`config.mk`:
```
export PLATFORM = sky130hd
export DESIGN_NAME = data_memory_arbiter
export DESIGN_NICKNAME = d
export VERILOG_FILES = /design/src/rtl/data_memory_arbiter.sv
export SDC_FILE = /design/constraint.sdc
export NUM_CORES = 1
export LEC_CHECK = 0
export ABC_AREA = 1
export BUFFER_PORTS_ARGS = -buffer_cell sky130_fd_sc_hd__buf_2
export CAP_MARGIN = 20
export CORE_UTILIZATION = 43
export CTS_CLUSTER_SIZE = 20
export DETAILED_ROUTE_END_ITERATION = 6
export GPL_TIMING_DRIVEN = 0
export PLACE_DENSITY = 0.77
export SETUP_SLACK_MARGIN = 0.3
export SLEW_MARGIN = 20
export SYNTH_ARGS = -nofsm -noshare
export SYNTH_HDL_FRONTEND = slang
export SYNTH_SLANG_ARGS = --single-unit
```
`constraint.sdc`:
```
create_clock -name clock -period 1.4 [get_ports clock]
set_input_delay 0.42 -clock clock [delete_from_list [all_inputs] [get_ports clock]]
set_output_delay 0.42 -clock clock [all_outputs]
set_load 0.05 [all_outputs]
```
`src/rtl/data_memory_arbiter.sv`:
```
// data_memory_arbiter: shares one negedge single-port data memory between port 0 (CPU) and port 1 (DMA).
// Latency: gnt one edge after req; a len=L burst issues beats on L+1 cycles, done one edge after the last beat.
// Backpressure: the losing port's request is held pending (never dropped) until the current burst drains.
// Optional macro ARB_ROUND_ROBIN_EN: ties go to the port not served last (port 0 first after reset);
// without it port 0 always wins ties.
module data_memory_arbiter #(
  parameter int ADDR_W = 10,
  parameter int DATA_W = 32,
  parameter int LEN_W  = 4
) (
  input  logic              clock,
  input  logic              reset,
  // port 0 (CPU load/store)
  input  logic              p0_req,
  input  logic              p0_write,
  input  logic [ADDR_W-1:0] p0_addr,
  input  logic [LEN_W-1:0]  p0_len,
  input  logic [DATA_W-1:0] p0_wdata,
  output logic              p0_gnt,
  output logic              p0_wack,
  output logic              p0_rvalid,
  output logic [DATA_W-1:0] p0_rdata,
  output logic              p0_done,
  // port 1 (I/O / DMA)
  input  logic              p1_req,
  input  logic              p1_write,
  input  logic [ADDR_W-1:0] p1_addr,
  input  logic [LEN_W-1:0]  p1_len,
  input  logic [DATA_W-1:0] p1_wdata,
  output logic              p1_gnt,
  output logic              p1_wack,
  output logic              p1_rvalid,
  output logic [DATA_W-1:0] p1_rdata,
  output logic              p1_done,
  // memory side
  output logic [ADDR_W-1:0] mem_addr,
  output logic [DATA_W-1:0] mem_wdata,
  output logic              mem_we,
  output logic              mem_re,
  input  logic [DATA_W-1:0] mem_rdata,
  output logic              busy
);

  typedef enum logic [1:0] {
    IDLE  = 2'd0,
    BURST = 2'd1,
    DRAIN = 2'd2
  } state_e;

  state_e            state_q;
  logic              owner_q;          // 0 = port 0, 1 = port 1
  logic [LEN_W-1:0]  len_q;
  logic [LEN_W-1:0]  cnt_q;
  logic [ADDR_W-1:0] mem_addr_q;
  logic [DATA_W-1:0] mem_wdata_q;
  logic              mem_we_q;
  logic              mem_re_q;
  logic [1:0]        gnt_q;
  logic [1:0]        done_q;
  logic [1:0]        rvalid_q;
  logic [DATA_W-1:0] rdata0_q;
  logic [DATA_W-1:0] rdata1_q;
`ifdef ARB_ROUND_ROBIN_EN
  logic              last_q;           // port granted most recently
`endif

  logic              any_req;
  logic              win_sel;
  logic              win_write;
  logic [ADDR_W-1:0] win_addr;
  logic [LEN_W-1:0]  win_len;
  logic [DATA_W-1:0] win_wdata;
  logic [DATA_W-1:0] own_wdata;

  // Arbitration: pick the port to serve if a burst may start this edge
  always_comb begin
    any_req = p0_req | p1_req;
    win_sel = 1'b0;
`ifdef ARB_ROUND_ROBIN_EN
    if (p0_req && p1_req) begin
      win_sel = ~last_q;
    end else begin
      win_sel = p1_req & ~p0_req;
    end
`else
    win_sel = p1_req & ~p0_req;
`endif
    win_write = win_sel ? p1_write : p0_write;
    win_addr  = win_sel ? p1_addr  : p0_addr;
    win_len   = win_sel ? p1_len   : p0_len;
    win_wdata = win_sel ? p1_wdata : p0_wdata;
    own_wdata = owner_q ? p1_wdata : p0_wdata;
  end

  // Burst FSM: owns the memory command outputs and the gnt/done pulses
  always_ff @(posedge clock) begin
    if (reset) begin
      state_q     <= IDLE;
      owner_q     <= 1'b0;
      len_q       <= '0;
      cnt_q       <= '0;
      mem_addr_q  <= '0;
      mem_wdata_q <= '0;
      mem_we_q    <= 1'b0;
      mem_re_q    <= 1'b0;
      gnt_q       <= 2'b00;
      done_q      <= 2'b00;
`ifdef ARB_ROUND_ROBIN_EN
      last_q      <= 1'b1;
`endif
    end else begin
      gnt_q  <= 2'b00;
      done_q <= 2'b00;
      case (state_q)
        IDLE: begin
          if (any_req) begin
            owner_q     <= win_sel;
            len_q       <= win_len;
            cnt_q       <= '0;
            mem_addr_q  <= win_addr;
            mem_we_q    <= win_write;
            mem_re_q    <= ~win_write;
            mem_wdata_q <= win_wdata;
            gnt_q       <= win_sel ? 2'b10 : 2'b01;
`ifdef ARB_ROUND_ROBIN_EN
            last_q      <= win_sel;
`endif
            state_q     <= BURST;
          end
        end
        BURST: begin
          if (cnt_q == len_q) begin
            mem_we_q <= 1'b0;
            mem_re_q <= 1'b0;
            done_q   <= owner_q ? 2'b10 : 2'b01;
            state_q  <= DRAIN;
          end else begin
            cnt_q       <= cnt_q + LEN_W'(1);
            // natural wrap at the top of the address space
            mem_addr_q  <= mem_addr_q + ADDR_W'(1);
            mem_wdata_q <= own_wdata;
          end
        end
        DRAIN: begin
          // one dead cycle so the last read returns before a new owner
          state_q <= IDLE;
        end
        default: begin
          state_q <= IDLE;
        end
      endcase
    end
  end

  // Read return: memory data lands one edge after the beat is issued; routed to the owner only
  always_ff @(posedge clock) begin
    if (reset) begin
      rvalid_q <= 2'b00;
      rdata0_q <= '0;
      rdata1_q <= '0;
    end else begin
      rvalid_q[0] <= mem_re_q & ~owner_q;
      rvalid_q[1] <= mem_re_q &  owner_q;
      rdata0_q    <= (mem_re_q & ~owner_q) ? mem_rdata : '0;
      rdata1_q    <= (mem_re_q &  owner_q) ? mem_rdata : '0;
    end
  end

  assign mem_addr  = mem_addr_q;
  assign mem_wdata = mem_wdata_q;
  assign mem_we    = mem_we_q;
  assign mem_re    = mem_re_q;

  assign p0_gnt    = gnt_q[0];
  assign p1_gnt    = gnt_q[1];
  assign p0_done   = done_q[0];
  assign p1_done   = done_q[1];
  assign p0_rvalid = rvalid_q[0];
  assign p1_rvalid = rvalid_q[1];
  assign p0_rdata  = rdata0_q;
  assign p1_rdata  = rdata1_q;

  // wack is combinational so the requester can present the next word before the next edge
  assign p0_wack   = mem_we_q & ~owner_q;
  assign p1_wack   = mem_we_q &  owner_q;
  assign busy      = (state_q != IDLE);

endmodule

```
-- Yosys cells after proc, flatten, opt, wreduce, memory -nomap -nowiden
Cells that the tools add are included.
- bits of input ports: 130
- flip-flop bits (word level): 125
- output and inout port bits: 117
- bitwise gates (word level): 15
- mux-type cells: 24
- add/subtract/negate cells: 2
- reductions and logical operators: 11
- eq/ne operators: 5
- operators by type and width (cell ; number):
    32-bit two-way mux ; 4
    32-bit case mux with 2 select lines ; 1
    10-bit two-way mux ; 3
    10-bit case mux with 2 select lines ; 1
    4-bit two-way mux ; 3
    10-bit by 1-bit adder with 10-bit output (second input constant) ; 1
    1-bit inverter ; 9
    2-bit two-way mux ; 4
    4-bit case mux with 2 select lines ; 1
    2-bit inequality test (second input constant) ; 3
    3-bit AND reduction ; 2
    3-bit OR reduction ; 2
    1-bit bitwise AND ; 5
    4-bit by 1-bit adder with 4-bit output (second input constant) ; 1
    4-bit == test ; 1
    1-bit two-way mux ; 4
    1-bit case mux with 2 select lines ; 2
    2-bit case mux with 2 select lines ; 1
    2-bit AND reduction ; 2
    2-bit nonzero test ; 2
    2-bit OR reduction ; 2
    2-bit by 1-bit == test with 1-bit output (second input constant) ; 1
    2-bit zero test ; 1
    1-bit OR ; 1

-- Depth between registers and ports, before layout
Gate-level depths: netlist of run 1.
- word-level depth: 6
- gate-level depth with buffers: 11
- gate-level depth less buffers: 10

-- Worst setup path after synthesis of run 1
OpenSTA, ideal clock, no wires.
- path kind: reg-to-output
- start point: register mem_we_q (netlist: mem_we)
- end point: output p0_wack
- data arrival time: 1381 ps
- setup slack: -401 ps
- cell stages (with the launch flop): 3
- required time: 980 ps
- path through: dfxtp_1 -> inv_1 -> nor2_1
- longest elaborated chain between the ends: 1
- RTL lines (element ; line ; text):
    start, declared ; 56 ; logic mem_we_q;
    start signal, assigned ; 121 ; mem_we_q <= win_write;
    1-bit bitwise AND ; 184 ; assign p0_wack = mem_we_q & ~owner_q;
    end, declared ; 20 ; output logic p0_wack,
No other way between the ends.

-- Worst setup path in the final report of run 1
- start point: register cnt_q[2]
- end point: register mem_wdata_q[0] (netlist: mem_wdata[0])
- longest elaborated chain between the ends: 3
- RTL lines (element ; line ; text):
    start, declared ; 53 ; logic [LEN_W-1:0] cnt_q;
    start signal, assigned ; 138 ; cnt_q <= cnt_q + LEN_W'(1);
    4-bit == test ; 132 ; if (cnt_q == len_q) begin
    2-bit inequality test (no line) ; - ;
    3-bit AND reduction (no line) ; - ;
    end signal, assigned ; 123 ; mem_wdata_q <= win_wdata;
    end signal, assigned ; 141 ; mem_wdata_q <= own_wdata;
    end, declared ; 55 ; logic [DATA_W-1:0] mem_wdata_q;
No other way between the ends.
A chain may end at the register's enable or synchronous reset.

==> out/metrics.csv, run 1 <==
metric,value,unit
status,"finished, violations left",
failed_checks,setup timing,
tightestPinTransition,648,ps
start_kind,flop,
die_x,115,um
yosysWarnings,0,
ctsLongestPathBuffers,2,
syn_area,5510,sq um
via_per_inst,5.34,
drt_iter0_drc,604,
pre_cts_ws,-251,ps
die_h,115,um
finalSetupViolCount,116,
min_period,1740,ps
total_power,0.0152,W
multiInputGateArea,3070,sq um
cts_tree,built,
grt_first_pass_wirelength,34900,um
synthTopCellsByCount,"217 x nor2_1, 125 x dfxtp_1, 125 x nand2_1",
finClkSkew,10.8,ps
num_rows,40,
rsz0062_at_grt,true,
powerDensity,1420,nW/um^2
path_cells,inv_2 -> nand2_2 -> nand2_2 -> nor2_4 -> nand2_2 -> nand2_4 -> buf_6 -> buf_6 -> buf_8 -> buf_6 -> nand3b_1 -> nand2_1 -> nor2_1,
dp.cells,1210,
synth_nets,928,
fillCellCount,592,
antenna_found_initial,2,
first_pass_iters,6,
grt_pass1_vias,6853,
critPathKind,reg2reg,
synthCells,796,
required,1720,ps
yosysSeqAreaShare,45.4,%
worst_ep_arrival_time,2060,ps
synth_top_area_share,45.4,%
vias,7025,
cellLeakagePower,5.04,nW
ys_ff_latch,125,
setup_slack,-339,ps
grt_start_max_net_pins,17,
cap_violations,0,
ant_nets,0,
cts_root_buf,clkbuf_16,
crit_path_max_incr_delay,350,ps
wire_per_inst,19.5,um
dp_hpwl,13200,um
cts-buffers-inserted,17,
layout.nets,1267,
worst-path-stages,13,
path_delay_family,simple AND/OR/NAND/NOR gates,
numClockSinks,125,
synth_edf_count,0,
hold_viol,0,
relSlewSlack,56.8,%
finalMaxSlewViolations,0,
holdPathStages,3,
clkLatencyLatePin,420,ps
cts_hold_buf,0,
r2r_setup_slack,-340,ps
drc,0,
synth_top_area_cell,dfxtp_1,
synth_ff_type,dfxtp_1,
synthArstFlopShare,0,%
drive_above_1_share,58.2,%
routed_wl,25600,um
start_util,44.9,%
io_pins,247,
die_area,13300,sq um
globalRouteOverflowTotal,0,
hold_class,in2reg,
core_area,12300,sq um
worst_r2r_path_depth,13,
period_share,124,%
htree_num_levels,4,
crit_path_top_delay_cell,dfxtp_2,
layout.cells.non_filler,1316,
synthTopCellsByArea,"dfxtp_1 45%, nor2_1 15%, nand2_1 8.5%, o21ai_0 5.5%, inv_1 5.2%",
max-vdd-ir-drop,1.12,mV
regArea,2690,sq um
end_kind,flop,
grt_usage,35.3,%
ys_types,28,
clkTransAtPathRegs,70,ps
area_delta_synth_final,94.1,%
avgSynthCellArea,6.92,sq um
fin_util,87.2,%
fmax,575,MHz
io_buffers,246,
place.gp.congestion,0.851,
crit_buf_inv,5,
yosysMostFrequentCell,nor2_1,
crit_fanout,4,
## per-stage QoR
stage / cell area, sq um / setup TNS [ps] / hold slack, ps
6_report: 10700 / -19360 / 231
5_1_grt: 10700 / -26000 / 235
4_1_cts: 10200 / -5950 / 221
3_5_place_dp: 7210 / -13940 / 457
3_3_place_gp: 7210 / -12480 / 444
2_1_floorplan: 5770 / 0 / 471
## kinds of logic (layout without fill, tap and decap cells)
| logic type | count (synthesis) | in the layout | synth area share, % |
|---|---|---|---|
| xor gates and xnor gates | 1 | 1 | 0.159 |
| AOI/OAI and AO/OA | 129 | 129 | 13.0 |
| other | 0 | 2 | 0 |
| buffers and inverters | 132 | 482 | 10.3 |
| adders and majority gates | 2 | 2 | 0.454 |
| DFF | 125 | 125 | 45.4 |
| and+or+nand+nor | 407 | 407 | 30.7 |
## layer usage
metal / global-route usage (%) / wire (um)
met2: 63.8 / 12900
met4: 18.5 / 1290
met5: 0 / 11
met3: 11.6 / 2290
met1: 36.1 / 9130
## power by group
part | internal, W | switching (W) | leakage (nW)
clock network | 0.00254 | 0.00176 | 0.275
registers | 0.00402 | 0.000352 | 1.08
logic | 0.00292 | 0.00360 | 3.69
## placed cells by master, fill, tap and decap left out, types with 23 or more instances in the layout
cell	instances
inv_1	62
o21ai_0	56
clkbuf_16	23
buf_4	40
nor2_4	29
buf_6	30
buf_2	133
nor2_2	35
nand2_2	26
buf_8	129
nor2_1	155
nand2_1	96
dfxtp_2	111
nand3b_1	25
## flip-flops by register name, indices dropped and copies added, names as in the netlist
register	flops
mem_addr	10
p1_rdata	32
mem_we	1
mem_re	1
owner_q	1
gnt_q	2
len_q	4
rvalid_q	2
p0_rdata	32
done_q	2
state_q	2
mem_wdata	32
cnt_q	4
## cell type report
type | count | area share (%)
clock inverter | 12 | 1.04
inverter | 85 | 3.49
clock buffer | 18 | 4.21
tap | 168 | 1.97
sequential | 125 | 25.2
timing repair buffer | 320 | 30.6
antenna | 2 | 0.0468
multi-input combinational | 539 | 28.7
buffer | 47 | 4.85
## tightest hold or removal path, stage by stage
cell	delay, ps
buf_2	100
inv_1	60
nor2_1	40
## timing repair
item | in CTS | in global routing
cloned | 14 | 1
pin swaps | 34 | 34
endpoints found under the setup margin | 238 | 241
resized for setup | 583 | 134
setup buffers | 51 | 8
## worst paths after layout
kind	from	end
hold reg to reg	mem_wdata[18]	mem_wdata[18]
setup reg to reg	cnt_q[2]	mem_wdata[0]
setup / recovery	cnt_q[2]	mem_wdata[0]
hold / removal	mem_rdata[17]	p0_rdata[17]
(Power assumes the default switching activity.)
==> run 2: changes to the inputs <==
--- a/config.mk
+++ b/config.mk
@@ -8,6 +8,7 @@
 export ABC_AREA = 1
 export BUFFER_PORTS_ARGS = -buffer_cell sky130_fd_sc_hd__buf_2
 export CAP_MARGIN = 20
+export CORE_ASPECT_RATIO = 1.75
 export CORE_UTILIZATION = 43
 export CTS_CLUSTER_SIZE = 20
 export DETAILED_ROUTE_END_ITERATION = 6
==> run 2 against run 1 <==
The flow still finishes with violations (setup timing). Maximum frequency fell by 4.3%. Sequential cell count did not move. Final cell count rose by 1.7%. First-iteration DRC count rose by 74%. Wire length rose by 33%. Count of clock-buffer cells in the layout did not move. Clock power rose by 9.1%. Sequential share of layout area fell by 1.1 points. Combinational power rose by 8.1%. Setup slack got worse by 78 ps. Total power rose by 6.4%. Critical path depth fell by 1. Critical path type unchanged. Largest cell class unchanged.
==> out/metrics.csv, run 2 (synthesis gave the netlist of run 1 again) <==
metric,value,unit
relSlewSlack,51.2,%
crit_path_end,mem_wdata[29],
rsz0062_at_grt,true,
r2r_start,cnt_q[2],
hold_class,in2reg,
clkPwrFrac,29.1,%
total_power,0.0162,W
final.setup.tns,-28370,ps
antenna_found_initial,1,
finClkSkew,19.6,ps
grt_first_pass_wirelength,37100,um
cap_violations,0,
dp_hpwl,13800,um
vias,8131,
powerDensity,1440,nW/um^2
htree_num_levels,4,
die_x,87.6,um
globalRouteOverflowTotal,0,
numClockSinks,125,
critPathKind,reg2reg,
via_per_inst,6.08,
drc,0,
grt_usage,37.5,%
fmax,550,MHz
p_int,0.00967,W
crit_fanout,5,
r2r_setup_slack,-420,ps
wire_per_inst,25.4,um
worst_ep_arrival_time,2140,ps
p_sw_share,40.1,%
drive_above_1_share,61.0,%
crit_path_start,cnt_q[2],
period_share,130,%
p_seq_share,27.3,%
end_kind,flop,
routed_wl,34000,um
cellLeakagePower,5.20,nW
die_area,13300,sq um
cts_tree,built,
finalMaxSlewViolations,0,
status,"finished, violations left",
failed_checks,setup timing,
drt_iter0_drc,1051,
final_common_cell,nor2_1,
ctsLongestPathBuffers,2,
required,1730,ps
timing.hold.ws,255,ps
die_h,152,um
clkTransAtPathRegs,70,ps
combPwrFrac,43.6,%
io_buffers,246,
grt_start_max_net_pins,17,
tightestPinTransition,732,ps
ant_nets,0,
final_cell_mix,"138 x nor2_1, 132 x buf_2, 130 x buf_8, 106 x dfxtp_2, 94 x nand2_1",
finalSetupViolCount,125,
place.gp.congestion,0.854,
cts-buffers-inserted,17,
fin_util,89.8,%
grt_pass1_vias,7153,
num_rows,54,
io_pins,247,
cts_root_buf,clkbuf_16,
r2r-end,mem_wdata[29],
max-vdd-ir-drop,1.28,mV
start_kind,flop,
hold_viol,0,
p_switching,0.00649,W
clkLatencyLatePin,440,ps
area_delta_synth_final,104,%
cts_hold_buf,0,
worst_r2r_path_depth,12,
min_period,1820,ps
start_util,44.1,%
core_area,12500,sq um
setup_slack,-417,ps
layout.nets,1288,
first_pass_iters,7,
[run 2: cell count changes in the layout (fill, tap and decap cells not counted), sizes merged]
cell,delta
buf,+19
inv,+2
bufinv,+1
clkbuf,+1
clkinv,+1
clkinvlp,-1
diode,-1
[run 2: layout make-up]
type                       count  area (sq um)
timing repair buffer         340          3520
multi-input combinational    539          3310
sequential                   125          2700
fill                         461          1270
buffer                        47           509
clock buffer                  18           429
inverter                      85           383
tap                          168           210
clock inverter                14           158
timing repair inverter         1          11.3
antenna                        1          2.50
[run 2: metal layers]
metal | wire length (um) | GRT usage, % | vias up
met5 | 0 | 0 | -
met4 | 4090 | 26.1 | 0
met3 | 4000 | 12.0 | 365
met2 | 16000 | 69.0 | 850
met1 | 9900 | 34.0 | 3669
li1 | - | - | 3247
[run 2: power by group through the flow]
stage | clock network, W | registers [W] | logic (W)
after floorplan | 0 | 0.00537 | 0.00180
final | 0.00469 | 0.00442 | 0.00705
after detailed placement | 0 | 0.00426 | 0.00396
after global placement | 0 | 0.00425 | 0.00392
after CTS | 0.00445 | 0.00432 | 0.00563
after global routing | 0.00483 | 0.00443 | 0.00725
[run 2: metrics by stage]
| stage | cells | instance area, sq um | setup WS, ps |
|---|---|---|---|
| after floorplan | 796 | 5770 | 125 |
| after global placement | 1210 | 7210 | -373 |
| after detailed placement | 1210 | 7210 | -391 |
| after CTS | 1302 | 10100 | -298 |
| after global routing | 1337 | 11200 | -452 |
| final | 1338 | 11200 | -417 |
[run 2: critical path: stages (launching register included)]
cell	delay (ps)
dfxtp_4	400
inv_4	60
nand2_4	70
nand2_2	80
nor2_4	150
nand2_4	100
nand2_8	120
buf_6	100
buf_6	110
clkbuf_16	150
nand3b_1	170
nand2_1	160
nor2_1	50
[run 2: timing repair]
item	4_1_cts	5_1_grt
pin swaps	35	52
buffers inserted	48	29
setup endpoints to repair	236	241
gates cloned	12	6
resized for setup	575	224
[run 2: how the worst min path moves through the flow]
stage                 start            to  slack, ps  depth (start not counted)
2_1_floorplan      cnt_q[2]      cnt_q[2]        470                          2
3_3_place_gp   mem_wdata[6]  mem_wdata[6]        460                          2
3_5_place_dp   mem_wdata[6]  mem_wdata[6]        470                          2
4_1_cts           p1_len[3]      len_q[3]        220                          3
5_1_grt           p0_len[2]      len_q[2]        250                          3
6_report          p1_len[3]      len_q[3]        260                          3
